--- src/rtl/pipe_hazard_ctrl_pkg.sv ---
// ---------------------------------------------------------------------------
// pipe_hazard_ctrl_pkg
//   Shared definitions for the pipeline hazard controller. The definitions are:
//     - state_e   : wait-FSM state encoding (ST_RUN / ST_WAIT)
//     - hazard_e  : hazard-priority codes. The tracer uses the same codes to
//                   decode which rule fired in a cycle.
//     - ctrl_t    : bundle of stall/bubble pins
//     - helpers   : load-use detection and rule -> control mapping
// ---------------------------------------------------------------------------
package pipe_hazard_ctrl_pkg;

  localparam int unsigned REG_W = 5;  // architectural register index width

  typedef enum logic [0:0] {
    ST_RUN  = 1'b0,
    ST_WAIT = 1'b1
  } state_e;

  // The numeric order matches the resolution priority.
  // HZ_MEM_HOLD is the strongest rule.
  typedef enum logic [2:0] {
    HZ_NONE     = 3'd0,
    HZ_MEM_HOLD = 3'd1,
    HZ_REDIRECT = 3'd2,
    HZ_LOAD_USE = 3'd3,
    HZ_JAL      = 3'd4
  } hazard_e;

  typedef struct packed {
    logic stall_if;
    logic stall_id;
    logic stall_ex;
    logic stall_mem;
    logic bubble_id;
    logic bubble_ex;
    logic bubble_mem;
    logic bubble_wb;
  } ctrl_t;

  localparam ctrl_t CTRL_IDLE  = ctrl_t'(8'b0000_0000);
  // Applied while reset is asserted: nothing held, every pipe register
  // loads a NOP.
  localparam ctrl_t CTRL_FLUSH = ctrl_t'(8'b0000_1111);

  // A register-0 destination never creates a dependency.
  function automatic logic f_load_use(
    input logic             mem_read_ex,
    input logic [REG_W-1:0] rd_ex,
    input logic             rs1_used_id,
    input logic [REG_W-1:0] rs1_id,
    input logic             rs2_used_id,
    input logic [REG_W-1:0] rs2_id
  );
    return mem_read_ex && (rd_ex != '0) &&
           ((rs1_used_id && (rs1_id == rd_ex)) ||
            (rs2_used_id && (rs2_id == rd_ex)));
  endfunction

  function automatic ctrl_t f_rule_ctrl(input hazard_e rule);
    ctrl_t c;
    c = CTRL_IDLE;
    case (rule)
      HZ_MEM_HOLD: begin
        // Freeze everything up to MEM. Drain a NOP into WB so the stuck
        // MEM instruction does not retire twice.
        c.stall_if  = 1'b1;
        c.stall_id  = 1'b1;
        c.stall_ex  = 1'b1;
        c.stall_mem = 1'b1;
        c.bubble_wb = 1'b1;
      end
      HZ_REDIRECT: begin
        c.bubble_id = 1'b1;
        c.bubble_ex = 1'b1;
      end
      HZ_LOAD_USE: begin
        // Hold the consumer in ID and let the load advance into MEM.
        // Forwarding covers the rest of the dependency.
        c.stall_if  = 1'b1;
        c.stall_id  = 1'b1;
        c.bubble_ex = 1'b1;
      end
      HZ_JAL: begin
        c.bubble_id = 1'b1;
      end
      default: c = CTRL_IDLE;
    endcase
    return c;
  endfunction

endpackage

--- src/rtl/pipe_hazard_ctrl_if.sv ---
// ---------------------------------------------------------------------------
// pipe_hazard_ctrl_if
//   Groups every hazard-related signal between the pipeline datapath and the
//   hazard controller.
//     master : pipeline side. Drives the decode/EX/MEM status signals and
//              receives the stall/bubble pins, flags and counters.
//     slave  : hazard controller side.
//   Parameter CNT_W sets the width of the performance counters.
// ---------------------------------------------------------------------------
interface pipe_hazard_ctrl_if #(
  parameter int unsigned CNT_W = 32
);
  import pipe_hazard_ctrl_pkg::*;

  // Pipeline status (into the controller)
  logic [REG_W-1:0] rs1_id;
  logic [REG_W-1:0] rs2_id;
  logic             rs1_used_id;
  logic             rs2_used_id;
  logic             jal_id;
  logic [REG_W-1:0] rd_ex;
  logic             mem_read_ex;
  logic             redirect_ex;
  logic             dmem_req_mem;
  logic             dmem_ack;

  // Controls and status (out of the controller)
  logic             stall_if;
  logic             stall_id;
  logic             stall_ex;
  logic             stall_mem;
  logic             bubble_id;
  logic             bubble_ex;
  logic             bubble_mem;
  logic             bubble_wb;
  logic             mem_wait;
  logic             mem_timeout;
  logic [CNT_W-1:0] stall_cnt;
  logic [CNT_W-1:0] flush_cnt;

  modport master (
    output rs1_id, rs2_id, rs1_used_id, rs2_used_id, jal_id,
           rd_ex, mem_read_ex, redirect_ex, dmem_req_mem, dmem_ack,
    input  stall_if, stall_id, stall_ex, stall_mem,
           bubble_id, bubble_ex, bubble_mem, bubble_wb,
           mem_wait, mem_timeout, stall_cnt, flush_cnt
  );

  modport slave (
    input  rs1_id, rs2_id, rs1_used_id, rs2_used_id, jal_id,
           rd_ex, mem_read_ex, redirect_ex, dmem_req_mem, dmem_ack,
    output stall_if, stall_id, stall_ex, stall_mem,
           bubble_id, bubble_ex, bubble_mem, bubble_wb,
           mem_wait, mem_timeout, stall_cnt, flush_cnt
  );

endinterface

--- src/rtl/pipe_hazard_ctrl_sat_counter.sv ---
// ---------------------------------------------------------------------------
// sat_counter
//   Up-counter that sticks at all-ones instead of wrapping.
//   Ports:
//     clk, rst_n : clock, asynchronous active-low reset (count -> 0)
//     i_inc      : add one this cycle (ignored once saturated)
//     i_clear    : synchronous clear. It has priority over i_inc.
//     o_count    : current count
// ---------------------------------------------------------------------------
module sat_counter #(
  parameter int unsigned WIDTH = 32
) (
  input  logic             clk,
  input  logic             rst_n,
  input  logic             i_inc,
  input  logic             i_clear,
  output logic [WIDTH-1:0] o_count
);

  logic [WIDTH-1:0] r_count;

  // NOTE: state is written with non-blocking (<=) so every flop samples
  // pre-edge values regardless of process ordering.
  always_ff @(posedge clk or negedge rst_n) begin
    if (!rst_n) begin
      r_count <= '0;
    end else if (i_clear) begin
      r_count <= '0;
    end else if (i_inc && (r_count != {WIDTH{1'b1}})) begin
      r_count <= r_count + WIDTH'(1);
    end
  end

  assign o_count = r_count;

endmodule

--- src/rtl/pipe_hazard_ctrl.sv ---
// ---------------------------------------------------------------------------
// pipe_hazard_ctrl
//   Central stall/bubble controller for the five-stage pipeline. It resolves
//   the following hazards, from highest to lowest priority:
//     - dmem wait (req without ack)
//     - EX redirect
//     - load-use
//     - ID jal
//   Exactly one rule drives the stall/bubble pins in each cycle. The block
//   also keeps a sticky dmem-wait watchdog and saturating stall/flush
//   counters.
//   Ports:
//     clk, rst_n : clock, asynchronous active-low reset
//     hz         : pipe_hazard_ctrl_if.slave. Carries the ID/EX/MEM status
//                  in; stall_*/bubble_*, mem_wait, mem_timeout, stall_cnt
//                  and flush_cnt out.
//   mem_wait reflects the registered FSM state. It rises in the cycle after
//   the first un-acked request and stays high through the ack cycle.
// ---------------------------------------------------------------------------
module pipe_hazard_ctrl
  import pipe_hazard_ctrl_pkg::*;
#(
  parameter int unsigned TIMEOUT_CYC = 255,
  parameter int unsigned CNT_W       = 32
) (
  input logic               clk,
  input logic               rst_n,
  pipe_hazard_ctrl_if.slave hz
);

  // The wait counter only needs to reach TIMEOUT_CYC. Saturation keeps a
  // long wait from wrapping back below the threshold.
  localparam int unsigned       WAIT_W  = $clog2(TIMEOUT_CYC + 1);
  localparam logic [WAIT_W-1:0] TO_LAST = WAIT_W'(TIMEOUT_CYC - 1);

  state_e            r_state;
  state_e            w_next_state;
  hazard_e           w_rule;
  ctrl_t             w_ctrl;
  logic              w_mem_hold;
  logic              w_load_use;
  logic              w_flush_evt;
  logic [WAIT_W-1:0] w_wait_cnt;
  logic              r_mem_timeout;

  assign w_mem_hold = hz.dmem_req_mem & ~hz.dmem_ack;
  assign w_load_use = f_load_use(hz.mem_read_ex, hz.rd_ex,
                                 hz.rs1_used_id, hz.rs1_id,
                                 hz.rs2_used_id, hz.rs2_id);

  // --- FSM state register --------------------------------------------------
  always_ff @(posedge clk or negedge rst_n) begin
    if (!rst_n) r_state <= ST_RUN;
    else        r_state <= w_next_state;
  end

  // --- next state, rule selection and control outputs ----------------------
  // NOTE: every signal gets a default before any branch, so no path can
  // leave one unassigned and infer a latch.
  always_comb begin
    w_next_state = r_state;
    w_rule       = HZ_NONE;

    case (r_state)
      ST_RUN:  if (w_mem_hold)  w_next_state = ST_WAIT;
      ST_WAIT: if (hz.dmem_ack) w_next_state = ST_RUN;
      default: w_next_state = ST_RUN;
    endcase

    // A held EX/ID keeps its contents. Any masked redirect, load-use or jal
    // therefore re-evaluates once the hold releases.
    if (w_mem_hold)          w_rule = HZ_MEM_HOLD;
    else if (hz.redirect_ex) w_rule = HZ_REDIRECT;
    else if (w_load_use)     w_rule = HZ_LOAD_USE;
    else if (hz.jal_id)      w_rule = HZ_JAL;

    // While reset is asserted, the outputs are a full flush pattern rather
    // than rule-driven. This fills every pipe register with NOPs.
    w_ctrl = rst_n ? f_rule_ctrl(w_rule) : CTRL_FLUSH;
  end

  assign w_flush_evt = (w_rule == HZ_REDIRECT) || (w_rule == HZ_JAL);

  // --- watchdog ------------------------------------------------------------
  sat_counter #(.WIDTH(WAIT_W)) u_wait_cnt (
    .clk     (clk),
    .rst_n   (rst_n),
    .i_inc   (w_mem_hold),
    .i_clear (~w_mem_hold),
    .o_count (w_wait_cnt)
  );

  // The flag sets on the edge where the count reaches TIMEOUT_CYC. It is
  // therefore visible right after the TIMEOUT_CYC-th held cycle.
  always_ff @(posedge clk or negedge rst_n) begin
    if (!rst_n) begin
      r_mem_timeout <= 1'b0;
    end else if (w_mem_hold && (w_wait_cnt >= TO_LAST)) begin
      r_mem_timeout <= 1'b1;
    end
  end

  // --- performance counters ------------------------------------------------
  sat_counter #(.WIDTH(CNT_W)) u_stall_cnt (
    .clk     (clk),
    .rst_n   (rst_n),
    .i_inc   (w_ctrl.stall_if),
    .i_clear (1'b0),
    .o_count (hz.stall_cnt)
  );

  sat_counter #(.WIDTH(CNT_W)) u_flush_cnt (
    .clk     (clk),
    .rst_n   (rst_n),
    .i_inc   (w_flush_evt),
    .i_clear (1'b0),
    .o_count (hz.flush_cnt)
  );

  // --- outputs -------------------------------------------------------------
  assign hz.stall_if    = w_ctrl.stall_if;
  assign hz.stall_id    = w_ctrl.stall_id;
  assign hz.stall_ex    = w_ctrl.stall_ex;
  assign hz.stall_mem   = w_ctrl.stall_mem;
  assign hz.bubble_id   = w_ctrl.bubble_id;
  assign hz.bubble_ex   = w_ctrl.bubble_ex;
  assign hz.bubble_mem  = w_ctrl.bubble_mem;
  assign hz.bubble_wb   = w_ctrl.bubble_wb;
  assign hz.mem_wait    = (r_state == ST_WAIT);
  assign hz.mem_timeout = r_mem_timeout;

endmodule

--- src/flat_wrapper.sv ---
// flat-port wrapper written by rule: the top's interface ports become plain ports
module pipe_hazard_ctrl_flat import pipe_hazard_ctrl_pkg::*;
#(
  parameter int unsigned TIMEOUT_CYC = 255,
  parameter int unsigned CNT_W       = 32
)
  (clk, rst_n, hz_rs1_id, hz_rs2_id, hz_rs1_used_id, hz_rs2_used_id, hz_jal_id, hz_rd_ex, hz_mem_read_ex, hz_redirect_ex, hz_dmem_req_mem, hz_dmem_ack, hz_stall_if, hz_stall_id, hz_stall_ex, hz_stall_mem, hz_bubble_id, hz_bubble_ex, hz_bubble_mem, hz_bubble_wb, hz_mem_wait, hz_mem_timeout, hz_stall_cnt, hz_flush_cnt);
  pipe_hazard_ctrl_if #(.CNT_W(CNT_W)) hz_i ();
  input logic clk;
  input logic rst_n;
  input wire logic [$bits(hz_i.rs1_id)-1:0] hz_rs1_id;
  input wire logic [$bits(hz_i.rs2_id)-1:0] hz_rs2_id;
  input wire logic [$bits(hz_i.rs1_used_id)-1:0] hz_rs1_used_id;
  input wire logic [$bits(hz_i.rs2_used_id)-1:0] hz_rs2_used_id;
  input wire logic [$bits(hz_i.jal_id)-1:0] hz_jal_id;
  input wire logic [$bits(hz_i.rd_ex)-1:0] hz_rd_ex;
  input wire logic [$bits(hz_i.mem_read_ex)-1:0] hz_mem_read_ex;
  input wire logic [$bits(hz_i.redirect_ex)-1:0] hz_redirect_ex;
  input wire logic [$bits(hz_i.dmem_req_mem)-1:0] hz_dmem_req_mem;
  input wire logic [$bits(hz_i.dmem_ack)-1:0] hz_dmem_ack;
  output wire logic [$bits(hz_i.stall_if)-1:0] hz_stall_if;
  output wire logic [$bits(hz_i.stall_id)-1:0] hz_stall_id;
  output wire logic [$bits(hz_i.stall_ex)-1:0] hz_stall_ex;
  output wire logic [$bits(hz_i.stall_mem)-1:0] hz_stall_mem;
  output wire logic [$bits(hz_i.bubble_id)-1:0] hz_bubble_id;
  output wire logic [$bits(hz_i.bubble_ex)-1:0] hz_bubble_ex;
  output wire logic [$bits(hz_i.bubble_mem)-1:0] hz_bubble_mem;
  output wire logic [$bits(hz_i.bubble_wb)-1:0] hz_bubble_wb;
  output wire logic [$bits(hz_i.mem_wait)-1:0] hz_mem_wait;
  output wire logic [$bits(hz_i.mem_timeout)-1:0] hz_mem_timeout;
  output wire logic [$bits(hz_i.stall_cnt)-1:0] hz_stall_cnt;
  output wire logic [$bits(hz_i.flush_cnt)-1:0] hz_flush_cnt;
  assign hz_i.rs1_id = hz_rs1_id;
  assign hz_i.rs2_id = hz_rs2_id;
  assign hz_i.rs1_used_id = hz_rs1_used_id;
  assign hz_i.rs2_used_id = hz_rs2_used_id;
  assign hz_i.jal_id = hz_jal_id;
  assign hz_i.rd_ex = hz_rd_ex;
  assign hz_i.mem_read_ex = hz_mem_read_ex;
  assign hz_i.redirect_ex = hz_redirect_ex;
  assign hz_i.dmem_req_mem = hz_dmem_req_mem;
  assign hz_i.dmem_ack = hz_dmem_ack;
  assign hz_stall_if = hz_i.stall_if;
  assign hz_stall_id = hz_i.stall_id;
  assign hz_stall_ex = hz_i.stall_ex;
  assign hz_stall_mem = hz_i.stall_mem;
  assign hz_bubble_id = hz_i.bubble_id;
  assign hz_bubble_ex = hz_i.bubble_ex;
  assign hz_bubble_mem = hz_i.bubble_mem;
  assign hz_bubble_wb = hz_i.bubble_wb;
  assign hz_mem_wait = hz_i.mem_wait;
  assign hz_mem_timeout = hz_i.mem_timeout;
  assign hz_stall_cnt = hz_i.stall_cnt;
  assign hz_flush_cnt = hz_i.flush_cnt;
  pipe_hazard_ctrl #(.TIMEOUT_CYC(TIMEOUT_CYC), .CNT_W(CNT_W)) u_core (.clk(clk), .rst_n(rst_n), .hz(hz_i));
endmodule
--- config.mk ---
export PLATFORM = sky130hd
export DESIGN_NAME = pipe_hazard_ctrl_flat
export DESIGN_NICKNAME = d
export VERILOG_FILES = /design/src/rtl/pipe_hazard_ctrl_pkg.sv /design/src/rtl/pipe_hazard_ctrl_if.sv /design/src/rtl/pipe_hazard_ctrl_sat_counter.sv /design/src/rtl/pipe_hazard_ctrl.sv /design/src/flat_wrapper.sv
export SDC_FILE = /design/constraint.sdc
export NUM_CORES = 1
export LEC_CHECK = 0
export ABC_CLOCK_PERIOD_IN_PS = 7000
export CAP_MARGIN = 30
export CORE_MARGIN = 5
export CORE_UTILIZATION = 52
export DETAILED_ROUTE_END_ITERATION = 7
export PLACE_DENSITY = 0.82
export SLEW_MARGIN = 20
export SYNTH_ARGS = -nofsm -noshare
export SYNTH_HDL_FRONTEND = slang
export SYNTH_HIERARCHICAL = 1
export SYNTH_SLANG_ARGS = --single-unit
--- constraint.sdc ---
create_clock -name clk -period 7 [get_ports clk]
set_clock_uncertainty 0.2 [all_clocks]
set_input_delay 1.4 -clock clk [delete_from_list [all_inputs] [get_ports clk]]
set_output_delay 1.4 -clock clk [all_outputs]
set_load 0.03 [all_outputs]
==> results of run 1 <==
[logic make-up after synthesis]
kind of cell | Yosys count
other | 1
flip-flops | 74
XOR/XNOR | 36
AO/OA/AOI/OAI | 82
buffers and inverters | 38
AND/OR/NAND/NOR | 233
multiplexers | 17
adder cells (fa/ha/maj) | 3
[stage by stage]
stage / util, % / cells
final: 69.2 / 692
after global routing: 69.2 / 692
after CTS: 68.7 / 691
after detailed placement: 66.5 / 676
after global placement: 66.5 / 676
after floorplan: - / 491
[Yosys cell counts (all sizes together) (9+ instances only)]
| library cell | instances |
|---|---|
| a211oi | 11 |
| a21oi | 27 |
| and3 | 17 |
| buf | 9 |
| clkbuf | 9 |
| dfrtp | 74 |
| inv | 20 |
| mux2 | 14 |
| nand2 | 26 |
| nand3 | 29 |
| nand4 | 16 |
| nor2 | 57 |
| nor2b | 15 |
| nor3 | 12 |
| nor4 | 17 |
| o21ai | 11 |
| or3 | 11 |
| xnor2 | 22 |
| xor2 | 14 |
[cell type report]
| cell class | instances | area share [%] |
|---|---|---|
| tap | 105 | 2.29 |
| multi-input combinational | 379 | 43.5 |
| clock inverter | 5 | 0.981 |
| timing repair buffer | 99 | 17.5 |
| inverter | 20 | 1.31 |
| clock buffer | 10 | 2.22 |
| sequential | 74 | 32.3 |
[sequential cells by signal, indices dropped and copies added, names as in the netlist]
| register | cells |
|---|---|
| u_core/u_flush_cnt/o_count | 32 |
| u_core/u_stall_cnt/o_count | 32 |
| u_core/hz.mem_timeout | 1 |
| u_core/hz.mem_wait | 1 |
| u_core/u_wait_cnt/o_count | 8 |
[routing by layer]
layer | GRT usage [%] | vias to the layer above
met5 | 0 | -
met4 | 7.87 | 0
met3 | 3.79 | 13
met2 | 38.2 | 111
met1 | 27.9 | 1979
li1 | - | 1942
[how the worst max path moves through the flow]
stage,start,endpoint,slack [ns],cells past startpoint
after global placement,hz_rd_ex[3],hz_stall_id,1.22,6
after detailed placement,hz_rd_ex[3],hz_stall_id,1.13,6
after floorplan,hz_rd_ex[3],hz_stall_if,1.66,5
after CTS,hz_rd_ex[3],hz_stall_id,1.15,6
final,hz_rd_ex[3],hz_stall_id,1.47,6
after global routing,hz_rd_ex[3],hz_stall_id,1.29,6
[power by group through the flow]
stage          Clock (µW)  Sequential, µW  Combinational (µW)
3_3_place_gp            0             442                74.7
2_1_floorplan           0             446                34.9
4_1_cts               328             434                77.5
3_5_place_dp            0             442                77.1
5_1_grt               347             434                89.1
6_report              318             434                81.5
==> results_dict.tcl, run 1 <==
set metrics [dict create \
    status "finished, final reports clean" \
    hold_ws_ns 0.270 \
    synth_top_family_by_area "simple AND/OR/NAND/NOR gates" \
    start_util_pct 53.9 \
    pwr_density_cell_nw_per_um2 145 \
    postRouteAntennaNets 0 \
    dp_hpwl_um 8100 \
    min_period_ns 5.53 \
    regArea_um2 1850 \
    die-area_um2 10600 \
    synth_fa_ha_area_share_pct 0.838 \
    cap_violations 0 \
    crit_path_end_kind "output port" \
    tritoncts "yes" \
    drt_iter0_drc 156 \
    post_dp_cell_area_um2 5520 \
    r2r_cells 6 \
    period_share_pct 79.1 \
    design_power_total_uw 834 \
    synth_edf_count 0 \
    gp_congestion 0.845 \
    io_buffers 97 \
    cts_made_buffers 9 \
    fin_nets 610 \
    post_synth_mux_area_share_pct 4.36 \
    core_area_um2 8300 \
    power_frac_seq_pct 52.0 \
    wire_per_inst_um 16.3 \
    drive_above_1_share_pct 9.71 \
    leakage_uw 0.00228 \
    r2r_start "u_core/u_stall_cnt/o_count[0]" \
    post_cts_buffers 0 \
    cpMostUsedCell "clkdlybuf4s50_1" \
    ys_seq_area_share_pct 41.4 \
    top_layer "met4" \
    fmax_mhz 181 \
    grt_pass1_vias 3983 \
    min_to "u_core/hz.mem_timeout" \
    clock-sinks 74 \
    cp.required_ns 5.40 \
    async_flop_share_pct 100 \
    report.final.slew_viol_count 0 \
    cts_resized 0 \
    multi_input_area_um2 2490 \
    vias 4045 \
    hold_viol_final 0 \
    worst_ep_arrival_time_ns 3.93 \
    diodes 0 \
    ys_types 54 \
    final_common_cell "clkdlybuf4s50_1" \
    rsz0062_at_grt "false" \
    netSwitchingPower_uw 208 \
    cts_max_level 3 \
    clk_pin_slew_ns 0.07 \
    crit_type "in2out" \
    top_level_ports 98 \
    wl_met2_um 5820 \
    syn_to_final_growth_pct 28.2 \
    min_path_cells 1 \
    grt_max_degree 78 \
    num-fill-cells 678 \
    cts_max_path_buffers 2 \
    p_int_uw 626 \
    synthTopCellsByArea "dfrtp_1 (41%), nor2_1 (4.8%), xnor2_1 (4.3%)" \
    cts_hold_buf 0 \
    yosysWarnings 6 \
    root_buffer "clkbuf_8" \
    clk_latency_ns 0.35 \
    syn_area_um2 4480 \
    wl_met1_um 4860 \
    antenna_found_initial 0 \
    slew_headroom_pct 50.5 \
    synth-xor-area-share_pct 7.04 \
    comb_power_share_pct 9.8 \
    wl_met3_um 469 \
    final_cell_mix "clkdlybuf4s50_1 (96), dfrtp_1 (74), nor2_1 (57)" \
    firstDrtPassIters 4 \
    worst_slack_ns 1.47 \
    design_area_um2 5740 \
    setup_viol 0 \
    slowest_delay_ns 0.80 \
    hold_class "reg2reg" \
    crit_buf_inv 2 \
    peakVddDrop_mv 0.102 \
    cp-start-kind "primary input" \
    crit_path_cell_trace "clkdlybuf4s50_1, xor2_1, nor4_2, a32oi_1, o41ai_2, clkdlybuf4s50_1" \
    rows 33 \
    reg2reg_to "u_core/u_stall_cnt/o_count[29]" \
    yosys.area.top_type "dfrtp_1" \
    grt_overflow 0 \
    r2r_slack_ns 4.33 \
    synth_cells 484 \
    totalWireLength_um 11300 \
    grtUsageTotal_pct 22.1 \
    synth_top_area_share_pct 41.4 \
    setup_tns_ns 0 \
    p_clk_share_pct 38.2 \
    place_ws_ns 1.13 \
    crit_family "buffers and inverters" \
    crit_path_max_fanout 6 \
    die_x_um 103 \
    switching_share_pct 25.0 \
    viasPerCell 5.85 \
    drc_errors 0 \
    avgSynthCellArea_um2 9.25 \
    synth_compound_area_share_pct 12.7 \
    min_from "u_core/hz.mem_timeout" \
    die_y_um 103 \
    synthFlopType "dfrtp_1" \
    grt_pass1_wl_um 18600 \
    ys_seq_elements 74 \
    worst_pin_slew_ns 0.736 \
    slowest_stage "clkdlybuf4s50_1" \
    synth-simple-area-share_pct 30.0 \
]
Power figures use the tool's default switching activity.
==> inputs of run 2 (changes only) <==
--- a/config.mk
+++ b/config.mk
@@ -5,12 +5,12 @@
 export SDC_FILE = /design/constraint.sdc
 export NUM_CORES = 1
 export LEC_CHECK = 0
-export ABC_CLOCK_PERIOD_IN_PS = 7000
+export ABC_CLOCK_PERIOD_IN_PS = 5330
 export CAP_MARGIN = 30
 export CORE_MARGIN = 5
-export CORE_UTILIZATION = 52
+export CORE_UTILIZATION = 51
 export DETAILED_ROUTE_END_ITERATION = 7
-export PLACE_DENSITY = 0.82
+export PLACE_DENSITY = 0.8
 export SLEW_MARGIN = 20
 export SYNTH_ARGS = -nofsm -noshare
 export SYNTH_HDL_FRONTEND = slang
==> constraint.sdc (replaced) <==
create_clock -name clk -period 5.33 [get_ports clk]
set_clock_uncertainty 0.2 [all_clocks]
set_input_delay 1.066 -clock clk [delete_from_list [all_inputs] [get_ports clk]]
set_output_delay 1.066 -clock clk [all_outputs]
set_load 0.03 [all_outputs]
==> run 2 against run 1 <==
Compared with the run above:
- power grew 34%
- register-to-register slack lost 1.7 ns
- critical endpoint is now hz_stall_if
- hold slack gained 0.011 ns
- core utilization shrank 2.5 points
- highest routed layer unchanged
- largest cell class unchanged
- sequential power grew 31%
- global-route usage shrank 0.89 points
==> results_dict.tcl, run 2 (synthesized netlist as in run 1, its figures left out) <==
set metrics [dict create \
    syn_to_final_growth_pct 28.7 \
    vias 4048 \
    cp-start-kind "primary input" \
    io_buffers 97 \
    viasPerCell 5.80 \
    root_buffer "clkbuf_8" \
    antenna_found_initial 0 \
    clock-sinks 74 \
    leakage_uw 0.00229 \
    firstDrtPassIters 5 \
    core_area_um2 8640 \
    grt_pass1_wl_um 19500 \
    cap_violations 0 \
    post-route-util_pct 66.7 \
    crit_cells 7 \
    postRouteAntennaNets 0 \
    wire_per_inst_um 16.3 \
    crit_type "in2out" \
    drive_above_1_share_pct 10.0 \
    post_cts_buffers 0 \
    crit_path_cell_trace "clkdlybuf4s50_1, xor2_1, nor4_1, a32oi_1, o41ai_1, buf_4, clkdlybuf4s50_1" \
    cts_resized 0 \
    start_util_pct 51.8 \
    diodes 0 \
    cpMostUsedCell "clkdlybuf4s50_1" \
    num-fill-cells 706 \
    drt_iter0_drc 183 \
    cp-startpoint "hz_rd_ex[3]" \
    period_share_pct 89.1 \
    die_x_um 104 \
    cts_max_path_buffers 2 \
    crit_buf_inv 3 \
    crit_family "buffers and inverters" \
    cts_made_buffers 9 \
    rows 34 \
    final_common_cell "clkdlybuf4s50_1" \
    dp_hpwl_um 8240 \
    slew_headroom_pct 55.2 \
    final_cell_mix "clkdlybuf4s50_1 (96), dfrtp_1 (74), nor2_1 (57)" \
    grt_max_degree 68 \
    drc_errors 0 \
    grt_pass1_vias 4071 \
    die-area_um2 10800 \
    slowest_delay_ns 0.67 \
    crit_end "hz_stall_if" \
    grt_overflow 0 \
    cts_max_level 3 \
    slowest_stage "clkdlybuf4s50_1" \
    crit_path_max_fanout 6 \
    setup_viol 0 \
    hold_class "reg2reg" \
    r2r_start "u_core/u_stall_cnt/o_count[0]" \
    clk_pin_slew_ns 0.07 \
    fin_nets 612 \
    pwr_density_cell_nw_per_um2 193 \
    fmax_mhz 210 \
    r2r_slack_ns 2.64 \
    report.final.slew_viol_count 0 \
    top_level_ports 98 \
    tritoncts "yes" \
    clk_latency_ns 0.35 \
    status "finished, final reports clean" \
    r2r_cells 6 \
    setup_tns_ns 0 \
    cp.required_ns 4.06 \
    hold_viol_final 0 \
    totalWireLength_um 11400 \
    grtUsageTotal_pct 21.2 \
    crit_path_end_kind "output port" \
    min_period_ns 4.75 \
    cts_hold_buf 0 \
    min_from "u_core/hz.mem_timeout" \
    rsz0062_at_grt "false" \
    die_y_um 104 \
    peakVddDrop_mv 0.131 \
    gp_congestion 0.855 \
    worst_pin_slew_ns 0.666 \
    worst_ep_arrival_time_ns 3.49 \
    reg2reg_to "u_core/u_stall_cnt/o_count[19]" \
]
-- run 2: cell types whose count changed in the layout (fill, tap and decap cells not counted), sizes merged --
cell / change
buf: +2
inv: +1
-- run 2: how the worst min path moves through the flow --
stage | depth (start not counted) | endpoint
final | 1 | u_core/hz.mem_timeout
after floorplan | 2 | u_core/u_wait_cnt/o_count[7]
after detailed placement | 1 | u_core/hz.mem_timeout
after CTS | 1 | u_core/hz.mem_timeout
after global placement | 1 | u_core/hz.mem_timeout
after global routing | 1 | u_core/hz.mem_timeout
-- run 2: routing by layer --
layer	global-route usage (%)	share of wire (%)	wire length [µm]	vias up
met4	8.14	1.9	212	0
met2	36.0	51	5800	145
met5	0	0	0	-
met3	4.42	5.8	661	16
li1	-	-	-	1951
met1	26.5	41	4730	1936
-- run 2: layout make-up --
type                            count  area (µm²)  share of cell area, %
Sequential cell                    74        1850                   32.1
Tap cell                          108         135                   2.35
Timing Repair Buffer              101        1020                   17.7
Clock buffer                       10         128                   2.22
Clock inverter                      6        65.1                   1.13
Inverter                           20        75.1                   1.30
Multi-Input combinational cell    379        2490                   43.2
-- run 2: where the power goes --
group          internal [µW]  switching, µW  total (µW)
registers                565           5.47         570
clock network            217            218         436
logic                   44.7           62.8         108
-- run 2: stage by stage --
| stage | power [µW] | hold WS (ns) | instances | setup WS [ns] | area [µm²] |
|---|---|---|---|---|---|
| after floorplan | 632 | 0.342 | 491 | 0.563 | 4500 |
| after detailed placement | 683 | 0.274 | 681 | 0.629 | 5540 |
| after CTS | 1120 | 0.292 | 697 | 0.615 | 5730 |
| final | 1110 | 0.281 | 698 | 0.579 | 5760 |
| after global routing | 1160 | 0.305 | 698 | 0.481 | 5760 |
| after global placement | 680 | 0.251 | 681 | 0.689 | 5540 |
